File: src/rtl/cpu_pkg.sv
// Shared CPU definitions: opcodes, fetch-controller state codes and
// instruction field accessors.
package cpu_pkg;

  localparam logic [5:0] OP_LOAD = 6'b010100;
  localparam logic [5:0] OP_HALT = 6'b111111;

  localparam logic [2:0] ST_IDLE   = 3'd0;
  localparam logic [2:0] ST_FETCH  = 3'd1;
  localparam logic [2:0] ST_ISSUE  = 3'd2;
  localparam logic [2:0] ST_BUBBLE = 3'd3;
  localparam logic [2:0] ST_HALT   = 3'd4;

  // Last FETCH cycle count value before the timeout fires (15 cycles total).
  localparam logic [3:0] TMO_LAST = 4'd14;

  localparam int OP_LSB  = 26;
  localparam int RD_LSB  = 21;
  localparam int RS1_LSB = 16;
  localparam int RS2_LSB = 11;

  function automatic logic [5:0] f_op(input logic [31:0] w);
    return w[OP_LSB +: 6];
  endfunction

  function automatic logic [4:0] f_rd(input logic [31:0] w);
    return w[RD_LSB +: 5];
  endfunction

  function automatic logic [4:0] f_rs1(input logic [31:0] w);
    return w[RS1_LSB +: 5];
  endfunction

  function automatic logic [4:0] f_rs2(input logic [31:0] w);
    return w[RS2_LSB +: 5];
  endfunction

endpackage

File: src/rtl/hazard_detect.sv
// Load-use hazard detector: flags when the buffered instruction reads the
// non-zero destination of the previously issued load.
module hazard_detect
  import cpu_pkg::*;
(
  input  logic [5:0] last_op,
  input  logic [4:0] last_rd,
  input  logic [4:0] ibuf_rs1,
  input  logic [4:0] ibuf_rs2,
  output logic       hazard
);

  // Pure combinational compare against the last-issued record.
  always_comb begin
    hazard = (last_op == OP_LOAD) && (last_rd != 5'd0) &&
             ((ibuf_rs1 == last_rd) || (ibuf_rs2 == last_rd));
  end

endmodule

File: src/rtl/ifetch_ctrl.sv
// Instruction fetch controller: fetches one word at a time from instruction
// memory, issues it to decode, inserts one bubble on a load-use hazard,
// handles branch redirects (including ones arriving mid-fetch) and HALT.
// Optional feature: define FETCH_TIMEOUT_EN to add a 15-cycle fetch timeout
// that raises a sticky fetch_err and halts.
module ifetch_ctrl
  import cpu_pkg::*;
(
  input  logic        clk,
  input  logic        reset,
  output logic        imem_req,
  output logic [15:0] imem_addr,
  input  logic        imem_ack,
  input  logic [31:0] imem_rdata,
  input  logic        redirect,
  input  logic [15:0] redirect_pc,
  output logic [31:0] ins,
  output logic        ins_valid,
  output logic [15:0] ins_pc,
  output logic        halted,
  output logic        fetch_err
);

  logic [2:0]  state_q, state_d;
  logic [15:0] pc_q, pc_d;
  logic [31:0] ibuf_q, ibuf_d;
  logic [15:0] ibuf_pc_q, ibuf_pc_d;
  logic [31:0] ins_q, ins_d;
  logic [15:0] ins_pc_q, ins_pc_d;
  logic        pend_vld_q, pend_vld_d;
  logic [15:0] pend_pc_q, pend_pc_d;
  logic [5:0]  last_op_q, last_op_d;
  logic [4:0]  last_rd_q, last_rd_d;
  logic        fetch_err_q, fetch_err_d;
  logic        hazard;
  logic        issue;
  logic        timeout;

  hazard_detect u_hazard (
    .last_op  (last_op_q),
    .last_rd  (last_rd_q),
    .ibuf_rs1 (f_rs1(ibuf_q)),
    .ibuf_rs2 (f_rs2(ibuf_q)),
    .hazard   (hazard)
  );

`ifdef FETCH_TIMEOUT_EN
  logic [3:0] tmo_cnt_q, tmo_cnt_d;

  // Count FETCH cycles without ack; any other cycle restarts the count.
  always_comb begin
    tmo_cnt_d = 4'd0;
    if ((state_q == ST_FETCH) && !imem_ack) tmo_cnt_d = tmo_cnt_q + 4'd1;
  end

  assign timeout = (state_q == ST_FETCH) && !imem_ack && (tmo_cnt_q == TMO_LAST);

  // Timeout counter register.
  always_ff @(posedge clk or negedge reset) begin
    if (!reset) tmo_cnt_q <= 4'd0;
    else        tmo_cnt_q <= tmo_cnt_d;
  end
`else
  assign timeout = 1'b0;
`endif

  // Next-state, issue and redirect handling.
  always_comb begin
    state_d     = state_q;
    pc_d        = pc_q;
    ibuf_d      = ibuf_q;
    ibuf_pc_d   = ibuf_pc_q;
    pend_vld_d  = pend_vld_q;
    pend_pc_d   = pend_pc_q;
    last_op_d   = last_op_q;
    last_rd_d   = last_rd_q;
    fetch_err_d = fetch_err_q;
    ins_d       = ins_q;
    ins_pc_d    = ins_pc_q;
    ins_valid   = 1'b0;
    imem_req    = 1'b0;
    issue       = 1'b0;
    case (state_q)
      ST_IDLE: state_d = ST_FETCH;
      ST_FETCH: begin
        imem_req = 1'b1;
        if (imem_ack) begin
          if (pend_vld_q || redirect) begin
            // Data belongs to the abandoned path: drop it and refetch.
            pc_d       = redirect ? redirect_pc : pend_pc_q;
            pend_vld_d = 1'b0;
          end else begin
            ibuf_d    = imem_rdata;
            ibuf_pc_d = pc_q;
            pc_d      = pc_q + 16'd1;
            state_d   = ST_ISSUE;
          end
        end else if (timeout) begin
          fetch_err_d = 1'b1;
          state_d     = ST_HALT;
        end else if (redirect) begin
          // Address must stay stable until ack, so park the target.
          pend_vld_d = 1'b1;
          pend_pc_d  = redirect_pc;
        end
      end
      ST_ISSUE, ST_BUBBLE: begin
        if (redirect) begin
          pc_d    = redirect_pc;
          state_d = ST_FETCH;
        end else if ((state_q == ST_ISSUE) && hazard) begin
          ins_d   = 32'd0;
          state_d = ST_BUBBLE;
        end else begin
          issue = 1'b1;
        end
      end
      ST_HALT: state_d = ST_HALT;
      default: state_d = ST_IDLE;
    endcase
    if (issue) begin
      ins_d     = ibuf_q;
      ins_pc_d  = ibuf_pc_q;
      ins_valid = 1'b1;
      last_op_d = f_op(ibuf_q);
      last_rd_d = f_rd(ibuf_q);
      state_d   = (f_op(ibuf_q) == OP_HALT) ? ST_HALT : ST_FETCH;
    end
  end

  assign imem_addr = pc_q;
  assign ins       = ins_d;
  assign ins_pc    = ins_pc_d;
  assign halted    = (state_q == ST_HALT);
  assign fetch_err = fetch_err_q;

  // Control and architecturally visible state, cleared by reset.
  always_ff @(posedge clk or negedge reset) begin
    if (!reset) begin
      state_q     <= ST_IDLE;
      pc_q        <= 16'd0;
      ins_q       <= 32'd0;
      ins_pc_q    <= 16'd0;
      pend_vld_q  <= 1'b0;
      pend_pc_q   <= 16'd0;
      last_op_q   <= 6'd0;
      last_rd_q   <= 5'd0;
      fetch_err_q <= 1'b0;
    end else begin
      state_q     <= state_d;
      pc_q        <= pc_d;
      ins_q       <= ins_d;
      ins_pc_q    <= ins_pc_d;
      pend_vld_q  <= pend_vld_d;
      pend_pc_q   <= pend_pc_d;
      last_op_q   <= last_op_d;
      last_rd_q   <= last_rd_d;
      fetch_err_q <= fetch_err_d;
    end
  end

  // Instruction buffer holds data only; it is always written before use.
  always_ff @(posedge clk) begin
    ibuf_q    <= ibuf_d;
    ibuf_pc_q <= ibuf_pc_d;
  end

endmodule
File: config.mk
export PLATFORM = sky130hd
export DESIGN_NAME = ifetch_ctrl
export DESIGN_NICKNAME = d
export VERILOG_FILES = /design/src/rtl/cpu_pkg.sv /design/src/rtl/hazard_detect.sv /design/src/rtl/ifetch_ctrl.sv
export SDC_FILE = /design/constraint.sdc
export NUM_CORES = 1
export LEC_CHECK = 0
export CAP_MARGIN = 20
export CORE_MARGIN = 8
export CORE_UTILIZATION = 55
export CTS_CLUSTER_DIAMETER = 40
export DETAILED_ROUTE_END_ITERATION = 16
export GPL_TIMING_DRIVEN = 0
export MAX_ROUTING_LAYER = met4
export PLACE_DENSITY = 0.85
export SYNTH_ARGS = -nofsm -noshare
export SYNTH_HDL_FRONTEND = slang
export SYNTH_SLANG_ARGS = --single-unit
export TNS_END_PERCENT = 50
File: constraint.sdc
create_clock -name clk -period 8.3 [get_ports clk]
set_clock_uncertainty 0.2 [all_clocks]
set_input_delay 1.245 -clock clk [delete_from_list [all_inputs] [get_ports clk]]
set_output_delay 1.245 -clock clk [all_outputs]
set_load 0.005 [all_outputs]
==> results.yml, run 1 <==
critical_path:
  cp-startpoint: "redirect"
  worstRegToRegCells: 7
  endpoint_kind: "primary output"
  cp.required_ns: 6.86
  worstPathArrival_ns: 3.64
  ff2ff_setup_slack_ns: 5.57
  path_max_fanout: 10
  rr_startpoint: "pend_vld_q$_DFFE_PN0P_"
  crit_path_end: "ins[12]"
  crit_type: "input port to primary output"
  startpoint_type: "input port"
  rr_endpoint: "imem_addr[15]$_DFFE_PN0P_"
power:
  seqPwrFrac: 0.430
  swShare: 0.264
  power.density_nw_per_um2: 296
  combPwrFrac: 0.256
  power_switching_mw: 0.616
  peakVddDrop_mv: 0.187
  pwr-share-clk: 0.314
  p_total_mw: 2.33
  p_int_mw: 1.72
  p_leak_nw: 3.15
sta:
  worst-slew-pin-transition_ns: 0.719
  hold_ws_ns: 0.287
  fmax_mhz: 197
  layout_setup_ws_ns: 3.22
  setup_violations: 0
  min_period_ns: 5.08
  maxSlewHeadroom: 0.520
  tns_ns: 0
  final_max_slew_viol_count: 0
  period_share: 0.612
  hold_viol: 0
  rsz0062_at_grt: "no"
finish:
  register_area_um2: 3820
  n_fill_cell: 682
  area_delta_synth_final_pct: 33.4
  drive_gt1_frac: 0.129
  num_antenna_cells: 0
  multi_input_area_um2: 1950
  nets: 662
die:
  rows: 38
  start_util: 0.555
  die-area_um2: 14300
  fp.dieH_um: 120
  io_pins: 120
  core_area_um2: 10700
  fp.dieW_um: 120
clocking:
  cts.htree.levels: 4
  cts_hold_buf: 0
  insertion_delay_ns: 0.52
  postCtsSetupBuffers: 0
  clk_path_buf_depth: 2
  numCtsBuffers: 17
  cts_tree: "built"
  cts-root-buf: "clkbuf_8"
  ctsResizeCount: 0
  clk_pin_slew_ns: 0.06
  cts_sinks: 143
worst_hold_path:
  worstHoldStart: "ins_q[10]$_DFF_PN0_"
  hold_class: "flop to flop"
grt:
  grt_pass1_vias: 4401
  track_usage: 0.210
  grt_overflow: 0
  antenna_found_initial: 0
  grt_max_degree: 71
  grt_pass1_wl_mm: 23.2
logic_synthesis:
  seq_area_frac_synth: 0.646
  synthArstFlopShare: 0.664
  synth_top_area_share: 0.402
  yosysWarnings: 0
  synth_enable_flop_cells: 48
  synthDistinctLibCells: 51
  synth_flop_cell: "dfrtp_1"
  synth_cells: 470
  synth_area_leaders: "dfrtp_1 (40%), edfxtp_1 (24%), mux2_4 (5.6%)"
  syn_area_per_cell_um2: 12.6
  mappedNetlistNets: 523
  synth_top_cell_by_area: "dfrtp_1"
  syn_area_um2: 5910
  synth_seq_cells: 143
route:
  routed_wl_mm: 14.3
  wl_per_cell_um: 18.7
  postRouteAntennaNets: 0
  vias: 4282
  drtIter0Drc: 371
  drc: 0
  dr.pass1.iters: 5
  via_per_inst: 5.62
place:
  hpwlAfterDp_mm: 10.2
  io_buffers: 118
  place.gp.congestion: 0.887
  post-place-ws_ns: 3.24
flow_run:
  maxCapViolCount: 0
run_status:
  status: "finished clean"
kinds of logic (layout without fill, tap and decap cells):
logic type | Yosys count | in the layout | synth area share
and+or+nand+nor | 133 | 133 | 0.102
buffers and inverters | 30 | 182 | 0.0243
muxes | 40 | 40 | 0.0895
other | 1 | 1 | 0.000634
xor gates and xnor gates | 18 | 18 | 0.0267
AOI/OAI and AO/OA | 104 | 104 | 0.109
adders and majority gates | 1 | 1 | 0.00212
DFF | 143 | 143 | 0.646
area by class of cell:
| class | count | share of cell area |
|---|---|---|
| clock inverters | 8 | 0.0144 |
| repair buffers | 120 | 0.156 |
| plain buffers | 23 | 0.0151 |
| flip-flops and latches | 143 | 0.484 |
| inverters | 7 | 0.00333 |
| multi-input cells | 297 | 0.247 |
| clock buffers | 24 | 0.0571 |
| well taps | 140 | 0.0222 |
layout by cell type (no fill, tap or decap), drive strengths merged, types with 2 or more instances in the layout:
cell type	netlist	layout
clkdlybuf4s50	0	117
xor2	6	6
o21ai	45	45
a22o	15	15
nor2	20	20
dfrtp	95	95
mux2	37	37
nand3b	3	3
inv	7	7
xnor2	12	12
bufinv	0	3
nor3b	3	3
and3	2	2
o211ai	2	2
a21oi	23	23
nand3	12	12
nor3	4	4
buf	6	9
mux2i	3	3
or3	3	3
edfxtp	48	48
nand2b	3	3
clkinv	0	5
nand2	75	75
a211oi	4	4
a21o	2	2
nand4	2	2
clkbuf	17	41
a31oi	3	3
worst max-delay path, stage by stage:
cell and delay, ns:
clkdlybuf4s50_1 0.46, clkbuf_1 0.26, nor2_1 0.36, clkbuf_1 0.37, nand2_1 0.09, o21ai_0 0.28
clkdlybuf4s50_1 0.57
cell usage after synthesis (2+ instances only):
master / number
a21o_1: 2
o21ai_0: 45
mux2_2: 15
nand3_1: 12
a22o_1: 15
mux2_4: 22
nor2_1: 19
nand4_1: 2
nor3b_1: 2
xnor2_1: 12
nor3_1: 4
or3_1: 3
dfrtp_1: 95
and3_1: 2
nand2b_1: 3
o211ai_1: 2
xor2_1: 6
clkbuf_2: 2
edfxtp_1: 48
a211oi_1: 4
nand2_1: 75
a21oi_1: 22
nand3b_1: 3
inv_1: 7
buf_6: 3
mux2i_1: 3
buf_2: 2
a31oi_1: 3
clkbuf_1: 15
power by group through the flow:
stage | clock [mW] | combinational, mW | sequential [mW]
floorplan | 0 | 0.279 | 0.980
global placement | 0 | 0.576 | 1.00
detailed placement | 0 | 0.597 | 1.01
CTS | 0.736 | 0.603 | 1.00
global route | 0.772 | 0.647 | 1.02
finish | 0.733 | 0.597 | 1.00
per-layer routing:
layer | global-route usage | up-vias | routed length [µm]
met5 | - | - | 0
met4 | 0.0710 | 0 | 180
met3 | 0.0507 | 21 | 904
met2 | 0.339 | 201 | 7140
met1 | 0.256 | 2099 | 6050
li1 | - | 1961 | -
worst min path at each step:
stage / endpoint / slack [ns] / cells past startpoint
4_1_cts: ins_q[10]$_DFF_PN0_ / 0.29 / 2
3_5_place_dp: ins_pc_q[6]$_DFF_PN0_ / 0.28 / 1
3_3_place_gp: ins_q[3]$_DFF_PN0_ / 0.27 / 2
6_report: ins_q[10]$_DFF_PN0_ / 0.29 / 2
5_1_grt: ins_pc_q[4]$_DFF_PN0_ / 0.30 / 1
2_1_floorplan: last_op_q[5]$_DFFE_PN0P_ / 0.27 / 1
sequential cells by signal (all words and copies together) (netlist names):
| register | count |
|---|---|
| ibuf_q | 32 |
| ins_q | 32 |
| ibuf_pc_q | 16 |
| imem_addr | 16 |
| ins_pc_q | 16 |
| pend_pc_q | 16 |
| last_op_q | 6 |
| last_rd_q | 5 |
| state_q | 3 |
| pend_vld_q | 1 |
per-stage QoR:
| step | cells | area, µm² | utilization |
|---|---|---|---|
| detailed placement | 730 | 7320 | 0.688 |
| global placement | 728 | 7270 | 0.682 |
| CTS | 762 | 7890 | 0.740 |
| finish | 762 | 7890 | 0.740 |
| global route | 762 | 7890 | 0.740 |
| floorplan | 470 | 5910 | - |
Power figures use the tool's default switching activity.
==> inputs of run 2 (changes only) <==
--- a/config.mk
+++ b/config.mk
@@ -7,12 +7,12 @@
 export LEC_CHECK = 0
 export CAP_MARGIN = 20
 export CORE_MARGIN = 8
-export CORE_UTILIZATION = 55
+export CORE_UTILIZATION = 51
 export CTS_CLUSTER_DIAMETER = 40
 export DETAILED_ROUTE_END_ITERATION = 16
 export GPL_TIMING_DRIVEN = 0
 export MAX_ROUTING_LAYER = met4
-export PLACE_DENSITY = 0.85
+export PLACE_DENSITY = 0.79
 export SYNTH_ARGS = -nofsm -noshare
 export SYNTH_HDL_FRONTEND = slang
 export SYNTH_SLANG_ARGS = --single-unit
==> constraint.sdc (replaced) <==
create_clock -name clk -period 4.72 [get_ports clk]
set_clock_uncertainty 0.2 [all_clocks]
set_input_delay 0.708 -clock clk [delete_from_list [all_inputs] [get_ports clk]]
set_output_delay 0.708 -clock clk [all_outputs]
set_load 0.005 [all_outputs]
==> run 2 against run 1 <==
First-iteration DRC count increased by 21%. Worst hold slack got worse by 0.26 ns. Total power increased by 77%. Non-clock buffer count unchanged. Die area increased by 6.8%. Core utilization decreased by 4.5 points. Register-to-register slack got worse by 3.6 ns. Critical path depth unchanged. Setup slack got worse by 2.5 ns. Clock power increased by 80%. Critical path type unchanged. Critical endpoint is now ins[10]. Largest power group unchanged. Highest routed layer unchanged.
==> results.yml, run 2 (synthesized netlist as in run 1, its figures left out) <==
route:
  drtIter0Drc: 449
  dr.pass1.iters: 5
  via_per_inst: 5.47
  postRouteAntennaNets: 0
  wl_per_cell_um: 18.4
  drc: 0
  vias: 4183
  routed_wl_mm: 14.1
critical_path:
  worstPathArrival_ns: 3.14
  endpoint_kind: "primary output"
  rr_startpoint: "pend_vld_q$_DFFE_PN0P_"
  worstRegToRegCells: 8
  cp.required_ns: 3.81
  startpoint_type: "input port"
  crit_type: "input port to primary output"
  path_max_fanout: 10
  ff2ff_setup_slack_ns: 2.02
  rr_endpoint: "imem_addr[15]$_DFFE_PN0P_"
grt:
  grt_overflow: 0
  track_usage: 0.200
  grt_pass1_vias: 4268
  grt_max_degree: 67
  antenna_found_initial: 0
  grt_pass1_wl_mm: 22.6
finish:
  area_delta_synth_final_pct: 33.7
  reg_top3: "ibuf_q x32, ins_q x32"
  n_fill_cell: 806
  drive_gt1_frac: 0.129
  layout_commonest_cell: "clkdlybuf4s50_1"
  register_area_um2: 3820
  final_util: 0.695
  multi_input_area_um2: 1950
  fin_cells: 765
  mostFrequentLayoutCells: "clkdlybuf4s50_1 (117), dfrtp_1 (95), nand2_1 (75)"
  num_antenna_cells: 0
  nets: 662
die:
  rows: 39
  io_pins: 120
  fp.dieH_um: 124
  die-area_um2: 15300
  fp.dieW_um: 124
  start_util: 0.520
  core_area_um2: 11400
sta:
  final_max_slew_viol_count: 0
  min_period_ns: 4.05
  worst-slew-pin-transition_ns: 0.612
  rsz0062_at_grt: "no"
  hold_viol: 0
  maxSlewHeadroom: 0.591
  setup_violations: 0
  fmax_mhz: 247
  period_share: 0.858
  layout_setup_ws_ns: 0.671
worst_hold_path:
  hold_class: "input port to async pin"
place:
  io_buffers: 118
  dp_cells: 733
  hpwlAfterDp_mm: 10.0
  place.gp.congestion: 0.877
  post-place-ws_ns: 0.738
clocking:
  cts-root-buf: "clkbuf_16"
  cts.htree.levels: 4
  clk_path_buf_depth: 2
  cts_sinks: 143
  postCtsSetupBuffers: 0
  cts_tree: "built"
  cts_hold_buf: 0
  ctsResizeCount: 0
  insertion_delay_ns: 0.42
  numCtsBuffers: 17
  clk_pin_slew_ns: 0.06
flow_run:
  maxCapViolCount: 0
power:
  p_leak_nw: 3.15
  power.density_nw_per_um2: 521
  peakVddDrop_mv: 0.387
run_status:
  status: "finished clean"
run 2: per-stage QoR:
step	instance area (µm²)	hold slack [ns]	setup TNS [ns]	total power, mW
after global placement	7270	0.274	-72.70	2.78
after CTS	7910	0.0233	0	4.16
after global routing	7910	0.0411	0	4.32
final	7910	0.0217	0	4.12
after floorplan	5910	0.212	0	2.22
after detailed placement	7320	0.280	0	2.83
run 2: worst max path at each step:
| stage | from | endpoint | cells after the start |
|---|---|---|---|
| floorplan | redirect | imem_addr[15]$_DFFE_PN0P_ | 6 |
| global placement | reset | ins_pc_q[15]$_DFF_PN0_ | 1 |
| detailed placement | redirect | ins[8] | 7 |
| CTS | redirect | ins[10] | 7 |
| global route | redirect | ins[10] | 7 |
| finish | redirect | ins[10] | 7 |
run 2: worst max-delay path, cell delays in order:
cell and delay [ns]:
clkdlybuf4s50_1 0.47, clkbuf_1 0.25, nor2_1 0.35, clkbuf_1 0.40, nand2_1 0.12, o21ai_0 0.27
clkdlybuf4s50_1 0.57
run 2: final cells by class:
class                   instances  area share
flip-flops and latches        143       0.483
inverters                       7     0.00332
clock inverters                 6     0.00997
plain buffers                  23      0.0150
repair buffers                120       0.155
multi-input cells             297       0.247
well taps                     143      0.0226
clock buffers                  26      0.0644
run 2: routing by layer:
metal | GRT usage | wire, µm
met1 | 0.252 | 6150
met3 | 0.0471 | 827
met2 | 0.306 | 6920
met5 | - | 0
met4 | 0.0828 | 199
run 2: where the power goes:
group	switching, mW	total [mW]	internal (mW)
clock	0.475	1.32	0.843
combinational	0.412	1.04	0.629
sequential	0.186	1.76	1.58
total	1.07	4.12	3.05
